File: config.mk
export PLATFORM = sky130hd
export DESIGN_NAME = mem_arbiter
export DESIGN_NICKNAME = d
export VERILOG_FILES = /design/src/rtl/mem_arbiter_pkg.sv /design/src/rtl/arb_starve_cnt.sv /design/src/rtl/mem_arbiter.sv
export SDC_FILE = /design/constraint.sdc
export NUM_CORES = 1
export LEC_CHECK = 0
export ABC_AREA = 1
export CAP_MARGIN = 0
export CORE_AREA = 2 2 117 119
export DETAILED_ROUTE_END_ITERATION = 12
export DIE_AREA = 0 0 119 121
export GPL_TIMING_DRIVEN = 0
export HOLD_SLACK_MARGIN = 0.03
export PLACE_DENSITY = 0.76
export SLEW_MARGIN = 5
export SYNTH_ARGS = -nofsm -noshare
export SYNTH_HDL_FRONTEND = slang
export SYNTH_HIERARCHICAL = 1
export SYNTH_SLANG_ARGS = --single-unit
export TNS_END_PERCENT = 20
File: constraint.sdc
create_clock -name clk -period 1.9 [get_ports clk]
set_input_delay 0.38 -clock clk [delete_from_list [all_inputs] [get_ports clk]]
set_output_delay 0.38 -clock clk [all_outputs]
set_load 0.01 [all_outputs]
File: src/rtl/mem_arbiter_pkg.sv
// Shared definitions for the data-memory arbiter: FSM states and the width code
// used for external-master accesses.
package mem_arbiter_pkg;

  typedef enum logic [1:0] {
    StIdle    = 2'd0,
    StCpuData = 2'd1,
    StExtData = 2'd2
  } arb_state_e;

  // Access-width code for a full 32-bit word
  localparam logic [1:0] WORD = 2'b10;

endpackage

File: src/rtl/arb_starve_cnt.sv
// Starvation counter for the external master. It counts consecutive cycles that
// ext_req waits without a grant, saturating at STARVE_MAX.
module arb_starve_cnt #(
  parameter int unsigned STARVE_MAX = 4,
  localparam int unsigned CntW = (STARVE_MAX > 0) ? $clog2(STARVE_MAX + 1) : 1
) (
  input  logic            clk,
  input  logic            rst,
  input  logic            ext_req,
  input  logic            ext_gnt,
  output logic [CntW-1:0] ext_wait,
  output logic            starved
);

  localparam logic [CntW-1:0] MaxCnt = CntW'(STARVE_MAX);

  logic [CntW-1:0] cnt_q, cnt_d;

  // Next count: clear when ext is idle or served, otherwise count up and saturate
  always_comb begin
    cnt_d = cnt_q;
    if (!ext_req || ext_gnt) begin
      cnt_d = '0;
    end else if (cnt_q < MaxCnt) begin
      cnt_d = cnt_q + 1'b1;
    end
  end

  // Counter register
  always_ff @(posedge clk) begin
    if (rst) begin
      cnt_q <= '0;
    end else begin
      cnt_q <= cnt_d;
    end
  end

  assign ext_wait = cnt_q;
  assign starved  = (cnt_q >= MaxCnt);

endmodule

File: src/rtl/mem_arbiter.sv
// Data-memory arbiter between the CPU MEM stage and an external master.
// One memory command per cycle; reads return data in the following cycle,
// which is tracked by the CpuData/ExtData states.
module mem_arbiter
  import mem_arbiter_pkg::*;
#(
  parameter int unsigned STARVE_MAX = 4
) (
  input  logic        clk,
  input  logic        rst,
  // CPU side
  input  logic        cpu_req,
  input  logic        cpu_we,
  input  logic [31:0] cpu_addr,
  input  logic [31:0] cpu_wdata,
  input  logic [1:0]  cpu_width,
  output logic        cpu_stall,
  output logic [31:0] cpu_rdata,
  // External master side
  input  logic        ext_req,
  input  logic        ext_we,
  input  logic [31:0] ext_addr,
  input  logic [31:0] ext_wdata,
  output logic        ext_gnt,
  output logic        ext_rvalid,
  output logic [31:0] ext_rdata,
  // Memory port
  output logic        mem_en,
  output logic        mem_we,
  output logic [31:0] mem_addr,
  output logic [31:0] mem_wdata,
  output logic [1:0]  mem_width,
  input  logic [31:0] mem_rdata
);

  localparam int unsigned CntW = (STARVE_MAX > 0) ? $clog2(STARVE_MAX + 1) : 1;

  arb_state_e      state_q, state_d;
  logic [CntW-1:0] ext_wait;
  logic            starved;
  logic            cpu_eligible;
  logic            ext_sel;
  logic            cpu_sel;
  logic [31:0]     cpu_rdata_q;
  logic [31:0]     ext_rdata_q;

  arb_starve_cnt #(
    .STARVE_MAX(STARVE_MAX)
  ) u_starve (
    .clk      (clk),
    .rst      (rst),
    .ext_req  (ext_req),
    .ext_gnt  (ext_gnt),
    .ext_wait (ext_wait),
    .starved  (starved)
  );

  // State register and hold registers for the last load data of each requester
  always_ff @(posedge clk) begin
    if (rst) begin
      state_q     <= StIdle;
      cpu_rdata_q <= '0;
      ext_rdata_q <= '0;
    end else begin
      state_q <= state_d;
      if (state_q == StCpuData) cpu_rdata_q <= mem_rdata;
      if (state_q == StExtData) ext_rdata_q <= mem_rdata;
    end
  end

  // Arbitration, memory command mux, next state and requester outputs
  always_comb begin
    state_d      = StIdle;
    mem_en       = 1'b0;
    mem_we       = 1'b0;
    mem_addr     = '0;
    mem_wdata    = '0;
    mem_width    = '0;
    ext_gnt      = 1'b0;
    ext_rvalid   = 1'b0;
    cpu_stall    = 1'b0;
    cpu_rdata    = cpu_rdata_q;
    ext_rdata    = ext_rdata_q;
    // The CPU request being completed in CpuData must not be issued a second time
    cpu_eligible = cpu_req && (state_q != StCpuData);
    ext_sel      = 1'b0;
    cpu_sel      = 1'b0;

    // Reset masks every strobe and drops any pending data cycle
    if (!rst) begin
      ext_sel = ext_req && (!cpu_eligible || starved);
      cpu_sel = cpu_eligible && !ext_sel;

      if (ext_sel) begin
        mem_en    = 1'b1;
        mem_we    = ext_we;
        mem_addr  = ext_addr;
        mem_wdata = ext_wdata;
        mem_width = WORD;
        ext_gnt   = 1'b1;
        if (!ext_we) state_d = StExtData;
      end else if (cpu_sel) begin
        mem_en    = 1'b1;
        mem_we    = cpu_we;
        mem_addr  = cpu_addr;
        mem_wdata = cpu_wdata;
        mem_width = cpu_width;
        if (!cpu_we) state_d = StCpuData;
      end

      cpu_stall = cpu_req && !((cpu_sel && cpu_we) || (state_q == StCpuData));

      if (state_q == StCpuData) begin
        cpu_rdata = mem_rdata;
      end
      if (state_q == StExtData) begin
        ext_rvalid = 1'b1;
        ext_rdata  = mem_rdata;
      end
    end
  end

endmodule

==> flow_summary.ini <==
[timing]
fmaxAchievable_mhz = 469.2
hold_violations = 0
holdWs_ns = 0.4923
layout_min_cycle_time_ns = 2.131
fin_ws_ns = -0.2312
fin_tns_setup_ns = -12.29
final.period_utilization_pct = 112.2
skew_ns = 0.007875
tightest_slew_ns = 0.4373
finalSetupViolations = 94
slew_headroom_pct = 70.85
finalMaxSlewViolations = 0
rsz0062_at_grt = true

[critical_path]
path_class = register to output pin
cp_data_required_time_ns = 1.52
crit_fanout = 5
cp.arrival_ns = 1.75
crit_chain = inv_2, nand2_4, nand2_4, nor2_4, buf_12, buf_8, buf_6, buf_6, nand3_2, nand2_1, buf_2
crit_path_end_kind = output pin
start_kind = register
max_stage_delay_ns = 0.33
r2r_slack_ns = 0.49
slowest_stage = dfxtp_2

[detailed_routing]
drt_iter0_markers = 335
finalWirelength_um = 20570
num_vias = 6214
vias_per_cell = 5.069
dr.pass1.iters = 5
route.detailed.drc = 0
ant_nets = 0
routedWlPerCell_um = 16.78

[flow_run]
max-cap-violations = 0

[logic_synthesis]
syn_inst = 689
ys_warn_count = 6
synthDistinctLibCells = 23
synth-seq-cells = 69
syn_nets = 859
yosysTopAreaCell = dfxtp_1
avgSynthCellArea_um2 = 6.160
ys_seq_area_share_pct = 32.55
synth_top_family_by_area = simple AND/OR/NAND/NOR gates
synth_top_area_share_pct = 32.55
synth_area_um2 = 4244
synthXorXnorAreaFrac_pct = 0
yosys-top-cells-area = dfxtp_1 33%, nor2_1 12%, nand2_1 12%, nand4_1 9.6%, nand3_1 7.8%
synth_mux_area_share_pct = 0
synth_compound_area_share_pct = 15.39
synthAdderAreaFrac_pct = 0.5896
yosys.area_share.simple_pct = 42.92

[clock_network]
cts_tree = done
ctsRootBufferMaster = clkbuf_16
cts_buffers = 9
clock_path_buffers = 2
clk_latency_ns = 0.32
htree_levels = 3
hold_buffers = 0
cts_sinks = 69
clk_pin_slew_ns = 0.06

[cells_and_area]
n_fill_cell = 1137
final_util_pct = 64.54
nets = 1214
drive_gt1_share_pct = 31.94
stdcell_count = 1226
area_growth_pct = 99.00

[power_and_ir_drop]
p_switching_mw = 1.402
irDropWorstVdd_uv = 602.4
p_seq_share_pct = 30.6
p_leak_nw = 3.840
p_sw_share_pct = 27.81
p_per_area_nw_per_um2 = 596.9
p_clk_share_pct = 38.8
p_int_mw = 3.639
p_comb_share_pct = 30.7

[place]
dp.cells = 1167
dpl_worst_slack_ns = -1.249
gp_congestion = 0.9210
io_buffers = 302
hpwl_um = 14930

[outcome]
violations = negative setup slack
status = finished with violations

[floorplan]
die_y_um = 121
die_area_um2 = 14400
rows = 42
pin_count = 303
die_w_um = 119
start_util_pct = 32.43
core_region_area_um2 = 13090

[grt]
grt_max_degree = 13
antenna_found_initial = 1
grt_util_all_layers_pct = 26.39
grt_overflow = 0
first_global_vias = 5686
grt_pass1_wl_um = 30170

[worst_hold_path]
hp-class = register to register
## cell usage in the layout (no fill, tap or decap), types with 3 or more instances in the layout
cell type,count
nor2_2,24
clkbuf_2,6
o21ai_2,29
o21ai_0,3
clkdlybuf4s15_2,7
buf_6,48
dlygate4sd2_1,9
inv_2,3
buf_12,5
buf_2,109
nand3_2,7
clkbuf_4,4
nand3_1,58
nor2_1,113
dfxtp_1,66
bufinv_16,3
nand2_1,127
inv_1,8
clkdlybuf4s50_1,164
nand2_2,8
nand2_4,4
nand4_1,65
buf_4,36
buf_8,11
o21ai_1,94
clkbuf_16,12
## cell families (layout without fill, tap and decap cells)
group,count (synthesis),in the layout
fa+ha+maj,2,2
simple gates,412,412
other cells,0,1
flops,69,69
buf+inv,76,436
compound gates,130,130
## what timing repair did
action | CTS | global route
buffers inserted | 28 | 9
endpoints found under the setup margin | 138 | 132
gates cloned | 5 | 1
resized for setup | 720 | 102
pin swaps | 23 | 21
## worst paths after layout
path / depth (start not counted) / startpoint / to
setup / recovery: 11 / state_q[1]$_SDFF_PN0_ / mem_addr[24]
hold / removal: 2 / cpu_rdata_q[6]$_SDFF_PP0_ / cpu_rdata_q[6]$_SDFF_PP0_
setup reg to reg: 9 / u_starve/ext_wait[2]$_SDFFE_PP0N_ / u_starve/ext_wait[0]$_SDFFE_PP0N_
hold reg to reg: 2 / cpu_rdata_q[6]$_SDFF_PP0_ / cpu_rdata_q[6]$_SDFF_PP0_
## worst max-delay path, delay by kind of cell, from the launching register on
kind	cells	cell delay, ns
buffers and inverters	6	0.64
AND/OR/NAND/NOR	5	0.47
flip-flops	1	0.33
## layout make-up
class | count | area (um2) | area share [%]
Buffer | 61 | 634.4 | 7.511
Multi-Input combinational cell | 544 | 2811 | 33.29
Tap cell | 176 | 220.2 | 2.607
Inverter | 14 | 70.07 | 0.8296
Timing Repair Buffer | 345 | 2970 | 35.17
Clock inverter | 5 | 106.4 | 1.259
Sequential cell | 69 | 1388 | 16.43
Clock buffer | 11 | 242.7 | 2.874
Antenna cell | 1 | 2.502 | 0.02963
## power groups by stage
stage	clock network (mW)	registers, mW	logic [mW]
floorplan	0	1.56	0.556
global placement	0	1.57	1.40
detailed placement	0	1.57	1.40
CTS	1.96	1.54	1.46
global route	2.04	1.55	1.65
finish	1.95	1.54	1.55
## stage by stage
stage	area (um2)	total power [mW]
2_1_floorplan	4244	2.120
3_3_place_gp	7487	2.963
3_5_place_dp	7487	2.973
4_1_cts	8165	4.961
5_1_grt	8443	5.241
6_report	8446	5.041
## layer usage
| metal | vias to the layer above | global-route usage (%) | wire length (um) |
|---|---|---|---|
| li1 | 3066 | - | - |
| met4 | 0 | 6.622 | 439 |
| met1 | 2878 | 34.41 | 8765 |
| met3 | 34 | 6.814 | 1496 |
| met5 | - | 0 | 0 |
| met2 | 236 | 43.57 | 9868 |
## cells in the mapped netlist, drive strengths merged
cell type	instances
dfxtp	69
a21boi	1
clkbuf	13
nand4	65
nand3	67
inv	14
o21ai	128
buf	49
nor2	139
nand2	140
ha	2
a21oi	1
nand3b	1
## registers in the layout (all words and copies together) (netlist names)
register           flops
ext_rdata_q           32
state_q                2
u_starve/ext_wait      3
cpu_rdata_q           32
Power figures use the tool's default switching activity.
